[config.mk]
export PLATFORM = sky130hd
export DESIGN_NAME = priority_encoder_seq
export DESIGN_NICKNAME = d
export VERILOG_FILES = /design/src/rtl/prio_enc_pkg.sv /design/src/rtl/prio_enc_comb.sv /design/src/rtl/priority_encoder_seq.sv
export SDC_FILE = /design/constraint.sdc
export NUM_CORES = 1
export LEC_CHECK = 0
export CORE_MARGIN = 2
export CORE_UTILIZATION = 30
export DETAILED_ROUTE_END_ITERATION = 8
export PLACE_DENSITY = 0.61
export SYNTH_ARGS = -nofsm -noshare
export SYNTH_HDL_FRONTEND = slang
export SYNTH_SLANG_ARGS = --single-unit
[constraint.sdc]
create_clock -name clk -period 3.1 [get_ports clk]
set_input_delay 0.31 -clock clk [delete_from_list [all_inputs] [get_ports clk]]
set_output_delay 0.31 -clock clk [all_outputs]
set_load 0.01 [all_outputs]
[src/rtl/prio_enc_pkg.sv]
// Shared types and helpers for the sequential priority encoder.
package prio_enc_pkg;

  typedef enum logic {
    IDLE = 1'b0,
    SCAN = 1'b1
  } state_e;

  function automatic int idx_w(input int width);
    return $clog2(width);
  endfunction

endpackage

[src/rtl/prio_enc_comb.sv]
// Combinational priority encoder over WIDTH bits.
// Scan direction: highest set bit wins by default; PRIO_LSB_FIRST_EN makes the lowest set bit win.
module prio_enc_comb
  import prio_enc_pkg::*;
#(
  parameter int WIDTH = 16,
  parameter int IDX_W = idx_w(WIDTH)
) (
  input  logic [WIDTH-1:0] vec,
  output logic [IDX_W-1:0] index,
  output logic             any_set,
  output logic             one_hot_only
);

  always_comb begin
    // NOTE: every output gets a default before the loop so no path leaves it unassigned (no latch).
    index = '0;
`ifdef PRIO_LSB_FIRST_EN
    for (int i = WIDTH - 1; i >= 0; i--) begin
      if (vec[i]) index = IDX_W'(i);
    end
`else
    for (int i = 0; i < WIDTH; i++) begin
      if (vec[i]) index = IDX_W'(i);
    end
`endif
    any_set      = |vec;
    // Clearing the lowest set bit leaves zero only for a single-bit vector.
    one_hot_only = any_set && ((vec & (vec - WIDTH'(1))) == '0);
  end

endmodule

[src/rtl/priority_encoder_seq.sv]
// Handshaked sequential priority encoder: captures a request vector and emits one index per beat.
// Optional build macro PRIO_LSB_FIRST_EN reverses the emission order (lowest index first).
module priority_encoder_seq
  import prio_enc_pkg::*;
#(
  parameter  int WIDTH = 16,
  localparam int IDX_W = idx_w(WIDTH)
) (
  input  logic             clk,
  input  logic             rst_n,
  input  logic             EI,
  input  logic             in_valid,
  output logic             in_ready,
  input  logic [WIDTH-1:0] in_vec,
  output logic             out_valid,
  input  logic             out_ready,
  output logic [IDX_W-1:0] out_idx,
  output logic             out_last,
  output logic             GS,
  output logic             EO
);

  state_e             state_q, state_d;
  logic [WIDTH-1:0]   pend_q, pend_d;
  logic               eo_q, eo_d;

  logic [IDX_W-1:0]   enc_idx;
  logic               enc_any;
  logic               enc_one;

  prio_enc_comb #(
    .WIDTH (WIDTH),
    .IDX_W (IDX_W)
  ) u_enc (
    .vec          (pend_q),
    .index        (enc_idx),
    .any_set      (enc_any),
    .one_hot_only (enc_one)
  );

  // NOTE: pend_q is a plain register, not a memory, so it is reset to make stale bits impossible after reset.
  always_ff @(posedge clk) begin
    if (!rst_n) begin
      state_q <= IDLE;
      pend_q  <= '0;
      eo_q    <= 1'b0;
    end else begin
      // NOTE: sequential state uses non-blocking assignments so all flops update from pre-edge values.
      state_q <= state_d;
      pend_q  <= pend_d;
      eo_q    <= eo_d;
    end
  end

  always_comb begin
    state_d = state_q;
    pend_d  = pend_q;
    eo_d    = 1'b0;
    case (state_q)
      IDLE: begin
        if (in_valid && in_ready) begin
          if (in_vec == '0) begin
            eo_d = 1'b1;
          end else begin
            pend_d  = in_vec;
            state_d = SCAN;
          end
        end
      end
      SCAN: begin
        if (out_valid && out_ready) begin
          if (out_last) begin
            pend_d  = '0;
            state_d = IDLE;
          end else begin
            pend_d[enc_idx] = 1'b0;
          end
        end
      end
      default: state_d = IDLE;
    endcase
  end

  // Outputs depend on registered state only, apart from in_ready following EI.
  always_comb begin
    out_valid = (state_q == SCAN) && enc_any;
    in_ready  = (state_q == IDLE) && EI;
    out_idx   = enc_idx;
    out_last  = out_valid && enc_one;
    GS        = out_valid;
    EO        = eo_q;
  end

endmodule

==> flow_metrics.tcl, run 1 <==
set metrics [dict create \
    start_util_pct 31.0 \
    drc 0 \
    max_freq_mhz 345 \
    firstDrtPassIters 4 \
    port_buffers 29 \
    final_cell_mix "29 x clkdlybuf4s50_1, 18 x dfxtp_1, 14 x nor2_1" \
    cts_inserted_buffers 3 \
    layout.nets 221 \
    synth_top_area_share_pct 26.7 \
    yosys_most_used_dff "dfxtp_1" \
    rows 24 \
    h-tree-depth 1 \
    drt_first_iter_violations 123 \
    grt-ovfl-total 0 \
    max-vdd-ir-drop_mv 0.157 \
    rsz0062_at_grt "false" \
    hold_class "reg -> reg" \
    fin_skew_ps 1.23 \
    dp.final_hpwl_um 3300 \
    hold_violations 0 \
    end_kind "output pin" \
    track_usage_pct 17.9 \
    drt-total-wl_um 4350 \
    area_delta_synth_final_pct 27.7 \
    fp.dieH_um 71.1 \
    critPathMaxFanout 11 \
    final_common_cell "clkdlybuf4s50_1" \
    crit_path_start "pend_q[8]" \
    yosysUniqueCellTypes 51 \
    finalWorstSetupSlack_ps 205 \
    antenna_found_initial 0 \
    path_cells "or4_4 > o41ai_1 > o221a_2 > and2_1 > clkdlybuf4s50_1" \
    finalCritPeriodShare_pct 93.4 \
    via_per_inst 6.00 \
    diodes 0 \
    maxCapViolations 0 \
    reg2reg_from "pend_q[8]" \
    cts_buffer_depth 2 \
    worst_ep_required_time_ps 2790 \
    reg2reg_slack_ps 550 \
    power_density_nw_per_um2 462 \
    setup_viol 0 \
    dieArea_um2 5050 \
    gp_congestion 0.915 \
    slew_viol_final 0 \
    grt_pass1_wl_um 7130 \
    slowest_delay_ps 620 \
    clkTransAtPathRegs_ps 70 \
    min_from "pend_q[0]" \
    core_area_um2 4350 \
    wire_per_inst_um 17.3 \
    place_worst_setup_slack_ps 398 \
    synth_area_leaders "dfxtp_1 27%, nor4_1 4.6%, nor2_1 3.9%" \
    grt_pass1_vias 1360 \
    fp.dieW_um 71.1 \
    clock_latency_ps 260 \
    p_leak_nw 0.638 \
    root_buffer "clkbuf_8" \
    postSynth.asyncResetShare_pct 0 \
    critPathKind "reg -> out" \
    cts.sinks 18 \
    worst_pin_slew_ps 599 \
    grt_max_degree 18 \
    synth.cell_area_um2 1350 \
    ctsHoldBuffers 0 \
    synth_nets 198 \
    status "complete, no violations" \
    crit_slowest_cell "or4_4" \
    cts_tree "built" \
    synth-warning-count 0 \
    crit_arrival_ps 2580 \
    ant_nets 0 \
    drive_gt1_share_pct 10.1 \
    synth_area_leader_cell "dfxtp_1" \
    vias 1505 \
    relSlewSlack_pct 59.6 \
    synth_seq_cells 18 \
    synth_edf_count 0 \
    ys_seq_area_share_pct 26.7 \
    synth_area_per_cell_um2 7.62 \
    fin_hold_ws_ps 582 \
    synth_cells 177 \
    startpoint_type "flop" \
    finalCriticalPeriod_ps 2890 \
    setup_tns_ps 0 \
    ioPinCount 30 \
]
-- routing by layer --
metal / GRT usage (%) / up-vias / share of wire [%] / routed length, um
met5: 0 / - / 0 / 0
met4: 6.50 / 0 / 1.8 / 80
met1: 25.0 / 687 / 45 / 1940
met2: 28.0 / 74 / 46 / 1990
li1: - / 736 / - / -
met3: 2.42 / 8 / 7.9 / 344
-- flip-flops by register name, summed over array words and instances, names as in the netlist --
signal and count:
pend_q 16, EO 1, state_q 1
-- synthesized netlist by cell type (2+ instances only) --
cell       number
a2111oi_1       2
a211o_1         4
a211oi_1        2
a21oi_1         8
a22oi_1         3
a31oi_1         4
a32o_1          2
and2_1          3
and3_1          5
buf_2           3
buf_4           2
buf_6           2
clkbuf_1       11
dfxtp_1        18
inv_1           9
nand2_1        11
nand2b_1        3
nand3_1         5
nand4_1         2
nor2_1         14
nor2b_1         2
nor3_1          4
nor4_1         10
o21ai_0         8
o21ai_1         4
o22ai_1         4
o31ai_1         5
o41ai_1         2
or4_4           3
-- cell families after synthesis --
family,Yosys count,share of synthesized area [%]
simple gates,66,27.0
compound gates,65,36.6
flops,18,26.7
buf+inv,28,9.74
-- stage by stage --
stage          util, %  instance area, um2  total power, W  std cells
6_report          39.6                1720        0.000796        251
5_1_grt           39.6                1720        0.000838        251
4_1_cts           39.5                1720        0.000790        251
3_5_place_dp      38.2                1660        0.000592        247
3_3_place_gp      38.2                1660        0.000594        247
2_1_floorplan        -                1350        0.000466        177
-- final timing paths --
kind,cells past startpoint,end
max,5,out_last
min reg2reg,2,pend_q[0]
max reg2reg,6,pend_q[9]
min,2,pend_q[0]
-- area by class of cell --
class | count | area (um2)
Clock buffer | 4 | 55.1
Fill cell | 432 | 2630
Inverter | 10 | 37.5
Multi-Input combinational cell | 131 | 862
Sequential cell | 18 | 360
Tap cell | 52 | 65.1
Timing Repair Buffer | 36 | 343
-- where the power goes --
group	switching, W	internal, W	leakage, nW
Sequential	0.0000317	0.000246	0.147
Clock	0.0000878	0.000113	0.0288
Combinational	0.000165	0.000153	0.462
Total	0.000285	0.000511	0.638
-- repair_timing --
action	in CTS	in global routing
setup buffers	0	0
resized for setup	0	1
setup endpoints to repair	0	1
-- worst max-delay path, delay by kind of cell (launching register included) --
| family | cells | cell delay, ps |
|---|---|---|
| AO/OA/AOI/OAI | 2 | 630 |
| buffers and inverters | 1 | 530 |
| flip-flops | 1 | 420 |
| AND/OR/NAND/NOR | 2 | 750 |
No activity file was read; power rests on OpenSTA's default activity.
==> inputs of run 2 (changes only) <==
--- a/config.mk
+++ b/config.mk
@@ -5,10 +5,10 @@
 export SDC_FILE = /design/constraint.sdc
 export NUM_CORES = 1
 export LEC_CHECK = 0
-export CORE_MARGIN = 2
 export CORE_UTILIZATION = 30
 export DETAILED_ROUTE_END_ITERATION = 8
 export PLACE_DENSITY = 0.61
+export REMOVE_ABC_BUFFERS = 1
 export SYNTH_ARGS = -nofsm -noshare
 export SYNTH_HDL_FRONTEND = slang
 export SYNTH_SLANG_ARGS = --single-unit
==> run 2 against run 1 <==
Compared with the run above: routed wire length down 3.1%; power down 1.5%; flip-flop and latch count unchanged; critical endpoint unchanged; largest cell class unchanged; highest routed layer unchanged.
==> flow_metrics.tcl, run 2 (synthesis results as in run 1) <==
set metrics [dict create \
    status "complete, no violations" \
    core_area_um2 4320 \
    grt_max_degree 18 \
    worst_ep_required_time_ps 2790 \
    grt.busiest_layer "met1" \
    drt-total-wl_um 4220 \
    wire_per_inst_um 16.7 \
    reg2reg_slack_ps 520 \
    relSlewSlack_pct 63.9 \
    hold_class "reg -> reg" \
    cts_tree "built" \
    grtUsageMet3_pct 2.19 \
    drt_first_iter_violations 124 \
    firstDrtPassIters 4 \
    max-vdd-ir-drop_mv 0.221 \
    cts_setup_buffers 0 \
    final_common_cell "clkdlybuf4s50_1" \
    ioPinCount 30 \
    end_kind "output pin" \
    fp.dieW_um 69.1 \
    grt.met1_usage_pct 28.2 \
    p_clk_share_pct 24.7 \
    start_util_pct 31.2 \
    grt_util_met2_pct 26.0 \
    grt_pass1_vias 1367 \
    cpLargestDelayFamily "compound AO/OA/AOI/OAI gates" \
    setup_tns_ps 0 \
    finalWorstSetupSlack_ps 241 \
    maxCapViolations 0 \
    reg2regPathDepth 6 \
    critPathMaxFanout 7 \
    slowest_delay_ps 590 \
    finalCritPeriodShare_pct 92.2 \
    area_delta_synth_final_pct 27.9 \
    grt-ovfl-total 0 \
    via_per_inst 5.90 \
    cp.buffers_inverters 1 \
    place_worst_setup_slack_ps 539 \
    hold_depth 2 \
    clkTransAtPathRegs_ps 70 \
    largest_reg_flops 16 \
    seqPwrFrac_pct 34.6 \
    crit_arrival_ps 2550 \
    p_leak_nw 0.643 \
    crit_slowest_cell "a2111oi_1" \
    grt_pass1_wl_um 6940 \
    final_cell_mix "29 x clkdlybuf4s50_1, 18 x dfxtp_1, 14 x nor2_1" \
    rows 24 \
    path_cells "nor4_1 > o21ai_0 > a2111oi_1 > and2_1 > clkdlybuf4s50_1" \
    setup_viol 0 \
    final_cells 252 \
    pwr-share-comb_pct 40.7 \
    cts_buffer_depth 2 \
    antenna_found_initial 0 \
    placedCellCount 248 \
    drive_gt1_share_pct 10.0 \
    clock_latency_ps 250 \
    layout.nets 222 \
    max_freq_mhz 350 \
    worst_pin_slew_ps 540 \
    track_usage_pct 18.1 \
    port_buffers 29 \
    min_from "pend_q[1]" \
    worstHoldEndpoint "pend_q[1]" \
    cts.sinks 18 \
    netSwitchingFraction_pct 34.7 \
    internal-power_w 0.000512 \
    critPathKind "reg -> out" \
    switchingPower_w 0.000272 \
    ctsHoldBuffers 0 \
    reg2reg_from "pend_q[1]" \
    startpoint_type "flop" \
    slew_viol_final 0 \
    vias 1486 \
    hold_violations 0 \
    cts_inserted_buffers 3 \
    ant_nets 0 \
    dieArea_um2 4770 \
    finalCriticalPeriod_ps 2860 \
    root_buffer "clkbuf_8" \
    power_density_nw_per_um2 454 \
    fin_skew_ps 2.24 \
    diodes 0 \
    drc 0 \
    post_cts_resized 0 \
    gp_congestion 0.830 \
    dp.final_hpwl_um 3170 \
    top_register "pend_q" \
    rsz0062_at_grt "false" \
    h-tree-depth 1 \
    r2r_end "pend_q[9]" \
    fp.dieH_um 69.1 \
]
==> run 2: changes by cell type in the layout (fill, tap and decap cells not counted), sizes merged <==
cell and delta:
buf +1
==> run 2: power by group through the flow <==
stage          logic (W)  registers (W)  clock network, W
2_1_floorplan   0.000177       0.000276                 0
3_3_place_gp    0.000317       0.000276                 0
3_5_place_dp    0.000316       0.000276                 0
4_1_cts         0.000317       0.000271          0.000197
5_1_grt         0.000345       0.000275          0.000212
6_report        0.000319       0.000272          0.000193
==> run 2: per-stage QoR <==
stage                     total power, W  cell area [um2]  util (%)  hold WS, ps
final                           0.000784             1730      39.9          565
after global routing            0.000832             1730      39.9          615
after detailed placement        0.000592             1670      38.6          563
after global placement          0.000593             1670      38.6          543
after CTS                       0.000786             1730      39.9          572
after floorplan                 0.000453             1250         -          424
==> run 2: how the worst max path moves through the flow <==
stage,start,to,slack [ps],cells past startpoint
global placement,pend_q[2],out_last,580,5
CTS,pend_q[1],out_last,230,5
detailed placement,pend_q[1],out_last,540,5
global route,pend_q[1],out_last,40,5
finish,pend_q[1],out_last,240,5
floorplan,pend_q[4],pend_q[9],890,6
==> run 2: final cells by class <==
| class | instances | area, um2 |
|---|---|---|
| well taps | 52 | 65.1 |
| repair buffers | 37 | 350 |
| multi-input cells | 131 | 857 |
| clock buffers | 4 | 55.1 |
| flip-flops and latches | 18 | 360 |
| fillers | 459 | 2600 |
| inverters | 10 | 37.5 |
==> run 2: per-layer routing <==
| metal | vias up | wire [um] |
|---|---|---|
| li1 | 732 | - |
| met1 | 695 | 2030 |
| met2 | 55 | 1870 |
| met3 | 4 | 289 |
| met4 | 0 | 26 |
| met5 | - | 0 |
==> run 2: worst min-delay path, cell delays in order, from the launching register on <==
cell	delay (ps)
dfxtp_1	360
o21ai_0	90
o21ai_0	70
